`src/rtl/ysyx_22041412_idu_pipe.sv`:
```
// ysyx_22041412_idu_pipe
// Registered instruction-decode stage sitting between IFU and EXU.
// Each accepted instruction is decoded combinationally and captured into a
// 2-entry skid buffer (main + skid), so the stage keeps full throughput under
// backpressure while in_ready stays a pure register output.
//
// Ports
//   clk, rst             rising-edge clock, asynchronous active-high reset
//   flush                drops both buffered entries and the incoming instruction
//   in_valid/in_ready    IFU handshake; in_instr (32b) and in_pc (XLEN) payload
//   out_valid/out_ready  EXU handshake
//   out_pc               PC of the presented entry
//   out_opcode/func3/func7  raw instr[6:0], instr[14:12], instr[30]
//   out_rs1/rs2/rd       register indices (zeroed when unused by the format)
//   out_imm              sign-extended immediate
//   out_v1type           00 rs1, 01 pc, 10 zimm
//   out_v2type           00 imm, 01 rs2
//   out_mul_en           M-extension operation
//   out_illegal          illegal encoding (indices/imm/mul_en forced to 0)
module ysyx_22041412_idu_pipe #(
    parameter int unsigned XLEN = 64,
    parameter int unsigned RV64 = 1,
    parameter int unsigned MEXT = 1
) (
    input  logic            clk,
    input  logic            rst,
    input  logic            flush,
    input  logic            in_valid,
    output logic            in_ready,
    input  logic [31:0]     in_instr,
    input  logic [XLEN-1:0] in_pc,
    output logic            out_valid,
    input  logic            out_ready,
    output logic [XLEN-1:0] out_pc,
    output logic [6:0]      out_opcode,
    output logic [2:0]      out_func3,
    output logic            out_func7,
    output logic [4:0]      out_rs1,
    output logic [4:0]      out_rs2,
    output logic [4:0]      out_rd,
    output logic [XLEN-1:0] out_imm,
    output logic [1:0]      out_v1type,
    output logic [1:0]      out_v2type,
    output logic            out_mul_en,
    output logic            out_illegal
);

    localparam logic P_RV64 = (RV64 != 0);
    localparam logic P_MEXT = (MEXT != 0);

    localparam logic [6:0] OP_LUI    = 7'b0110111;
    localparam logic [6:0] OP_AUIPC  = 7'b0010111;
    localparam logic [6:0] OP_JAL    = 7'b1101111;
    localparam logic [6:0] OP_JALR   = 7'b1100111;
    localparam logic [6:0] OP_BRANCH = 7'b1100011;
    localparam logic [6:0] OP_LOAD   = 7'b0000011;
    localparam logic [6:0] OP_STORE  = 7'b0100011;
    localparam logic [6:0] OP_IMM    = 7'b0010011;
    localparam logic [6:0] OP_IMM32  = 7'b0011011;
    localparam logic [6:0] OP_OP     = 7'b0110011;
    localparam logic [6:0] OP_OP32   = 7'b0111011;
    localparam logic [6:0] OP_SYSTEM = 7'b1110011;

    typedef struct packed {
        logic [XLEN-1:0] pc;
        logic [6:0]      opcode;
        logic [2:0]      func3;
        logic            func7;
        logic [4:0]      rs1;
        logic [4:0]      rs2;
        logic [4:0]      rd;
        logic [XLEN-1:0] imm;
        logic [1:0]      v1type;
        logic [1:0]      v2type;
        logic            mul_en;
        logic            illegal;
    } entry_t;

    // ---------------------------------------------------------------- decode
    logic [6:0]  w_op;
    logic        w_cls_i, w_cls_u, w_cls_j, w_cls_b, w_cls_s, w_cls_r;
    logic        w_known, w_wop, w_mul_cond, w_zimm, w_illegal;
    logic [31:0] w_imm32;
    entry_t      w_dec;

    assign w_op    = in_instr[6:0];
    assign w_cls_i = (w_op == OP_JALR) || (w_op == OP_LOAD) || (w_op == OP_IMM)
                  || (w_op == OP_IMM32) || (w_op == OP_SYSTEM);
    assign w_cls_u = (w_op == OP_LUI) || (w_op == OP_AUIPC);
    assign w_cls_j = (w_op == OP_JAL);
    assign w_cls_b = (w_op == OP_BRANCH);
    assign w_cls_s = (w_op == OP_STORE);
    assign w_cls_r = (w_op == OP_OP) || (w_op == OP_OP32);

    assign w_known    = w_cls_i || w_cls_u || w_cls_j || w_cls_b || w_cls_s || w_cls_r;
    assign w_wop      = (w_op == OP_IMM32) || (w_op == OP_OP32);
    assign w_mul_cond = w_cls_r && in_instr[25];
    assign w_zimm     = (w_op == OP_SYSTEM) && (in_instr[14:12] >= 3'b101);
    assign w_illegal  = (in_instr[1:0] != 2'b11) || !w_known
                     || (!P_RV64 && w_wop) || (!P_MEXT && w_mul_cond);

    // 32-bit sign-extended immediate; widened to XLEN by a signed cast below
    always_comb begin
        w_imm32 = '0;
        if (w_cls_i)
            w_imm32 = {{20{in_instr[31]}}, in_instr[31:20]};
        else if (w_cls_u)
            w_imm32 = {in_instr[31:12], 12'b0};
        else if (w_cls_j)
            w_imm32 = {{12{in_instr[31]}}, in_instr[19:12], in_instr[20], in_instr[30:21], 1'b0};
        else if (w_cls_b)
            w_imm32 = {{20{in_instr[31]}}, in_instr[7], in_instr[30:25], in_instr[11:8], 1'b0};
        else if (w_cls_s)
            w_imm32 = {{20{in_instr[31]}}, in_instr[31:25], in_instr[11:7]};
    end

    always_comb begin
        w_dec         = '0;
        w_dec.pc      = in_pc;
        w_dec.opcode  = w_op;
        w_dec.func3   = in_instr[14:12];
        w_dec.func7   = in_instr[30];
        w_dec.illegal = w_illegal;

        if (w_cls_j || w_op == OP_AUIPC)
            w_dec.v1type = 2'b01;
        else if (w_zimm)
            w_dec.v1type = 2'b10;
        w_dec.v2type = (w_cls_r || w_cls_b) ? 2'b01 : 2'b00;

        // Illegal entries still travel downstream but carry no operands
        if (!w_illegal) begin
            if (!(w_cls_u || w_cls_j))
                w_dec.rs1 = in_instr[19:15];
            if (w_cls_r || w_cls_b || w_cls_s)
                w_dec.rs2 = in_instr[24:20];
            if (!(w_cls_s || w_cls_b))
                w_dec.rd = in_instr[11:7];
            w_dec.imm    = XLEN'($signed(w_imm32));
            w_dec.mul_en = w_mul_cond && P_MEXT;
        end
    end

    // ----------------------------------------------------------- skid buffer
    entry_t r_main, r_skid;
    logic   r_main_valid, r_skid_valid;
    logic   w_accept;

    // in_ready depends only on the skid register, never on out_ready
    assign in_ready = !r_skid_valid;
    assign w_accept = in_valid && !r_skid_valid;

    always_ff @(posedge clk or posedge rst) begin
        if (rst) begin
            r_main_valid <= 1'b0;
            r_skid_valid <= 1'b0;
            r_main       <= '0;
            r_skid       <= '0;
        end else if (flush) begin
            r_main_valid <= 1'b0;
            r_skid_valid <= 1'b0;
        end else if (!r_main_valid || out_ready) begin
            // Main is empty or draining. A full skid implies in_ready=0, so the
            // skid refill and a new accept can never collide here.
            if (r_skid_valid) begin
                r_main       <= r_skid;
                r_main_valid <= 1'b1;
                r_skid_valid <= 1'b0;
            end else begin
                r_main_valid <= w_accept;
                if (w_accept)
                    r_main <= w_dec;
            end
        end else if (w_accept) begin
            r_skid       <= w_dec;
            r_skid_valid <= 1'b1;
        end
    end

    assign out_valid   = r_main_valid;
    assign out_pc      = r_main.pc;
    assign out_opcode  = r_main.opcode;
    assign out_func3   = r_main.func3;
    assign out_func7   = r_main.func7;
    assign out_rs1     = r_main.rs1;
    assign out_rs2     = r_main.rs2;
    assign out_rd      = r_main.rd;
    assign out_imm     = r_main.imm;
    assign out_v1type  = r_main.v1type;
    assign out_v2type  = r_main.v2type;
    assign out_mul_en  = r_main.mul_en;
    assign out_illegal = r_main.illegal;

endmodule

```
`config.mk`:
```
export PLATFORM = sky130hd
export DESIGN_NAME = ysyx_22041412_idu_pipe
export DESIGN_NICKNAME = d
export VERILOG_FILES = /design/src/rtl/ysyx_22041412_idu_pipe.sv
export SDC_FILE = /design/constraint.sdc
export NUM_CORES = 1
export LEC_CHECK = 0
export CAP_MARGIN = 20
export CORE_ASPECT_RATIO = 2
export CORE_MARGIN = 1.5
export CORE_UTILIZATION = 35
export CTS_BUF_LIST = sky130_fd_sc_hd__clkbuf_4 sky130_fd_sc_hd__clkbuf_8
export DETAILED_ROUTE_END_ITERATION = 16
export GPL_TIMING_DRIVEN = 0
export PLACE_DENSITY = 0.61
export SLEW_MARGIN = 10
export SYNTH_ARGS = -nofsm -noshare
export SYNTH_HDL_FRONTEND = slang
export SYNTH_SLANG_ARGS = --single-unit
```
`constraint.sdc`:
```
create_clock -name clk -period 12.8 [get_ports clk]
set_input_delay 2.56 -clock clk [delete_from_list [all_inputs] [get_ports clk]]
set_output_delay 2.56 -clock clk [all_outputs]
set_load 0.05 [all_outputs]
```
==> flow_metrics.env <==
export IMPL_cts_hold_buf=0
export IMPL_netlist_instances=1161
export IMPL_netlist_area_sq_um=11300
export IMPL_status="finished, final reports clean"
export IMPL_synth_fp_nets=1262
export IMPL_vdd_drop_max_uv=104
export IMPL_post_cts_buffers=0
export IMPL_finalMaxSlewViolations=0
export IMPL_worst_pin_slew_ns=1.05
export IMPL_tns_ns=0
export IMPL_num_rows=92
export IMPL_final_nets=1567
export IMPL_start_util_pct=35.7
export IMPL_min_period_over_period_pct=40.8
export IMPL_grt_pass1_wl_mm=57.2
export IMPL_dr_first_iter_drc_count=459
export IMPL_yosysUniqueCellTypes=55
export IMPL_wl_met3_mm=1.65
export IMPL_die_x_um=130
export IMPL_cts_tree="built"
export IMPL_yosysSeqAreaShare_pct=56.7
export IMPL_area_growth_pct=35.5
export IMPL_clk_latency_ns=0.56
export IMPL_min_path_type="reg2reg"
export IMPL_cts_sinks=256
export IMPL_wl_per_cell_um=19.3
export IMPL_async_flop_share_pct=100
export IMPL_cts_resized=0
export IMPL_core_sq_um=31700
export IMPL_yosysTopAreaCell="dfrtp_1"
export IMPL_critPathKind="reg2out"
export IMPL_startpoint_type="register"
export IMPL_synth_ff_latch_count=256
export IMPL_gr_usage_all_layers_pct=22.4
export IMPL_dr_wl_met2_mm=19.9
export IMPL_dpl_hpwl_mm=27.3
export IMPL_period_minus_slack_ns=5.23
export IMPL_numCtsBuffers=40
export IMPL_fin_skew_ns=0.0221
export IMPL_finalSetupViolCount=0
export IMPL_cts_buffer_depth=3
export IMPL_cellLeakagePower_nw=6.82
export IMPL_cp_arrival_ns=2.67
export IMPL_grt_max_degree=117
export IMPL_dp_worst_setup_slack_ns=7.45
export IMPL_drtPass1Iterations=5
export IMPL_die_h_um=257
export IMPL_cts_root_buffer="clkbuf_8"
export IMPL_die_area_sq_um=33400
export IMPL_grt_pass1_vias=10100
export IMPL_vias_per_cell=4.97
export IMPL_synth_top_area_share_pct=56.7
export IMPL_cts_max_level=2
export IMPL_hold_viol=0
export IMPL_io_buffers=261
export IMPL_clk_pin_slew_worst_paths_ns=0.06
export IMPL_antenna_found_initial=3
export IMPL_rsz0062_at_grt="no"
export IMPL_critPathCaptureType="output pin"
export IMPL_ant_nets=0
export IMPL_worstPathMaxFanout=10
export IMPL_yosysWarnings=0
export IMPL_avgSynthCellArea_sq_um=9.73
export IMPL_synth_top_cells_by_area="dfrtp_1 (57%), nand2_1 (12%), mux2i_1 (6.9%)"
export IMPL_pwr_density_cell_nw_per_um2=155
export IMPL_synth_edf_count=0
export IMPL_fin_ws_ns=7.57
export IMPL_grt_overflow=0
export IMPL_routed_top_layer="met4"
export IMPL_drc=0
export IMPL_max_cap_violations=0
export IMPL_yosysMostFrequentCell="nand2_1"
export IMPL_layout_drive_gt1_share_pct=10.4
export IMPL_gp_congestion=0.873
export IMPL_wl_mm=37.1
export IMPL_num_vias=9539
export IMPL_drt_met1_wl_mm=13.3
export IMPL_io_pins=263
export IMPL_required_ns=10.24
export IMPL_synthFlopType="dfrtp_1"
export IMPL_relSlewSlack_pct=29.9
export IMPL_fmax_mhz=191
export IMPL_synthTopCellsByCount="nand2_1 (349), dfrtp_1 (256), o21ai_0 (115), mux2i_1 (78), a21oi_1 (50)"
## routing by layer
layer  GRT usage (%)  up-vias
met2            40.4      267
li1                -     4533
met5               0        -
met1            23.7     4651
met3            3.97       88
met4            13.2        0
## final timing paths
| kind | start | end | slack, ns | cells past startpoint |
|---|---|---|---|---|
| max | r_skid_valid$_DFFE_PP0P_ | in_ready | 7.57 | 4 |
| min | r_skid[107]$_DFFE_PP0P_ | r_skid[107]$_DFFE_PP0P_ | 0.47 | 2 |
| max reg2reg | r_skid_valid$_DFFE_PP0P_ | r_skid[89]$_DFFE_PP0P_ | 10.18 | 6 |
| min reg2reg | r_skid[107]$_DFFE_PP0P_ | r_skid[107]$_DFFE_PP0P_ | 0.47 | 2 |
| max in group asynchronous | rst | out_imm[27]$_DFFE_PP0P_ | 9.01 | 4 |
| min in group asynchronous | rst | r_skid[101]$_DFFE_PP0P_ | 2.36 | 2 |
## critical path, cell delays in order (launching register included)
cell and delay (ns):
dfrtp_1 0.38, buf_2 0.23, inv_1 0.13, clkbuf_1 0.45
clkdlybuf4s50_1 0.91
## sequential cells by signal (all words and copies together), names as in the netlist
signal,flops
r_skid,127
out_pc,64
out_imm,32
out_opcode,7
out_rd,5
out_rs1,5
out_rs2,5
out_func3,3
out_v1type,2
out_func7,1
out_illegal,1
out_mul_en,1
out_v2type,1
out_valid,1
r_skid_valid,1
## cell type report
type | count | area (sq um)
antenna | 3 | 7.51
buffer | 113 | 598
clock buffer | 63 | 767
clock inverter | 6 | 35.0
fill | 3035 | 16300
inverter | 6 | 30.0
multi-input combinational | 786 | 4270
sequential | 256 | 6410
tap | 423 | 529
timing repair buffer | 263 | 2670
## stage by stage
step | area, sq um | power, mW | utilization [%] | cells | hold slack [ns]
3_5_place_dp | 14500 | 1.68 | 45.8 | 1847 | 0.462
4_1_cts | 15300 | 2.40 | 48.3 | 1916 | 0.477
6_report | 15300 | 2.37 | 48.4 | 1919 | 0.474
3_3_place_gp | 14400 | 1.67 | 45.6 | 1845 | 0.455
5_1_grt | 15300 | 2.48 | 48.4 | 1919 | 0.495
2_1_floorplan | 11300 | 1.43 | - | 1161 | 0.440
## layout by cell type (no fill, tap or decap), types with 28 or more instances in the layout
cell             synthesis  final
clkbuf_1                44     44
buf_2                   28     28
o21ai_0                115    115
buf_4                   35     35
a21oi_1                 50     50
nor2_1                  37     37
dfrtp_1                256    256
clkbuf_8                 0     47
clkdlybuf4s50_1          0    261
nand2_1                349    349
mux2i_1                 78     78
## power breakdown
group / internal, mW / switching, mW / total [mW] / leakage, nW
Sequential: 0.933 / 0.0717 / 1.00 / 3.27
Combinational: 0.233 / 0.425 / 0.658 / 3.12
Clock: 0.379 / 0.326 / 0.705 / 0.427
## cell families (layout without fill, tap and decap cells)
group,after synthesis,count (layout),share of synthesized area (%)
AND/OR/NAND/NOR,457,457,17.2
flip-flops,256,256,56.7
AO/OA/AOI/OAI,249,249,13.6
buffers and inverters,119,451,5.49
multiplexers,79,79,7.01
other,1,4,0.0332
Note: power is estimated with default switching activity, not from simulation.
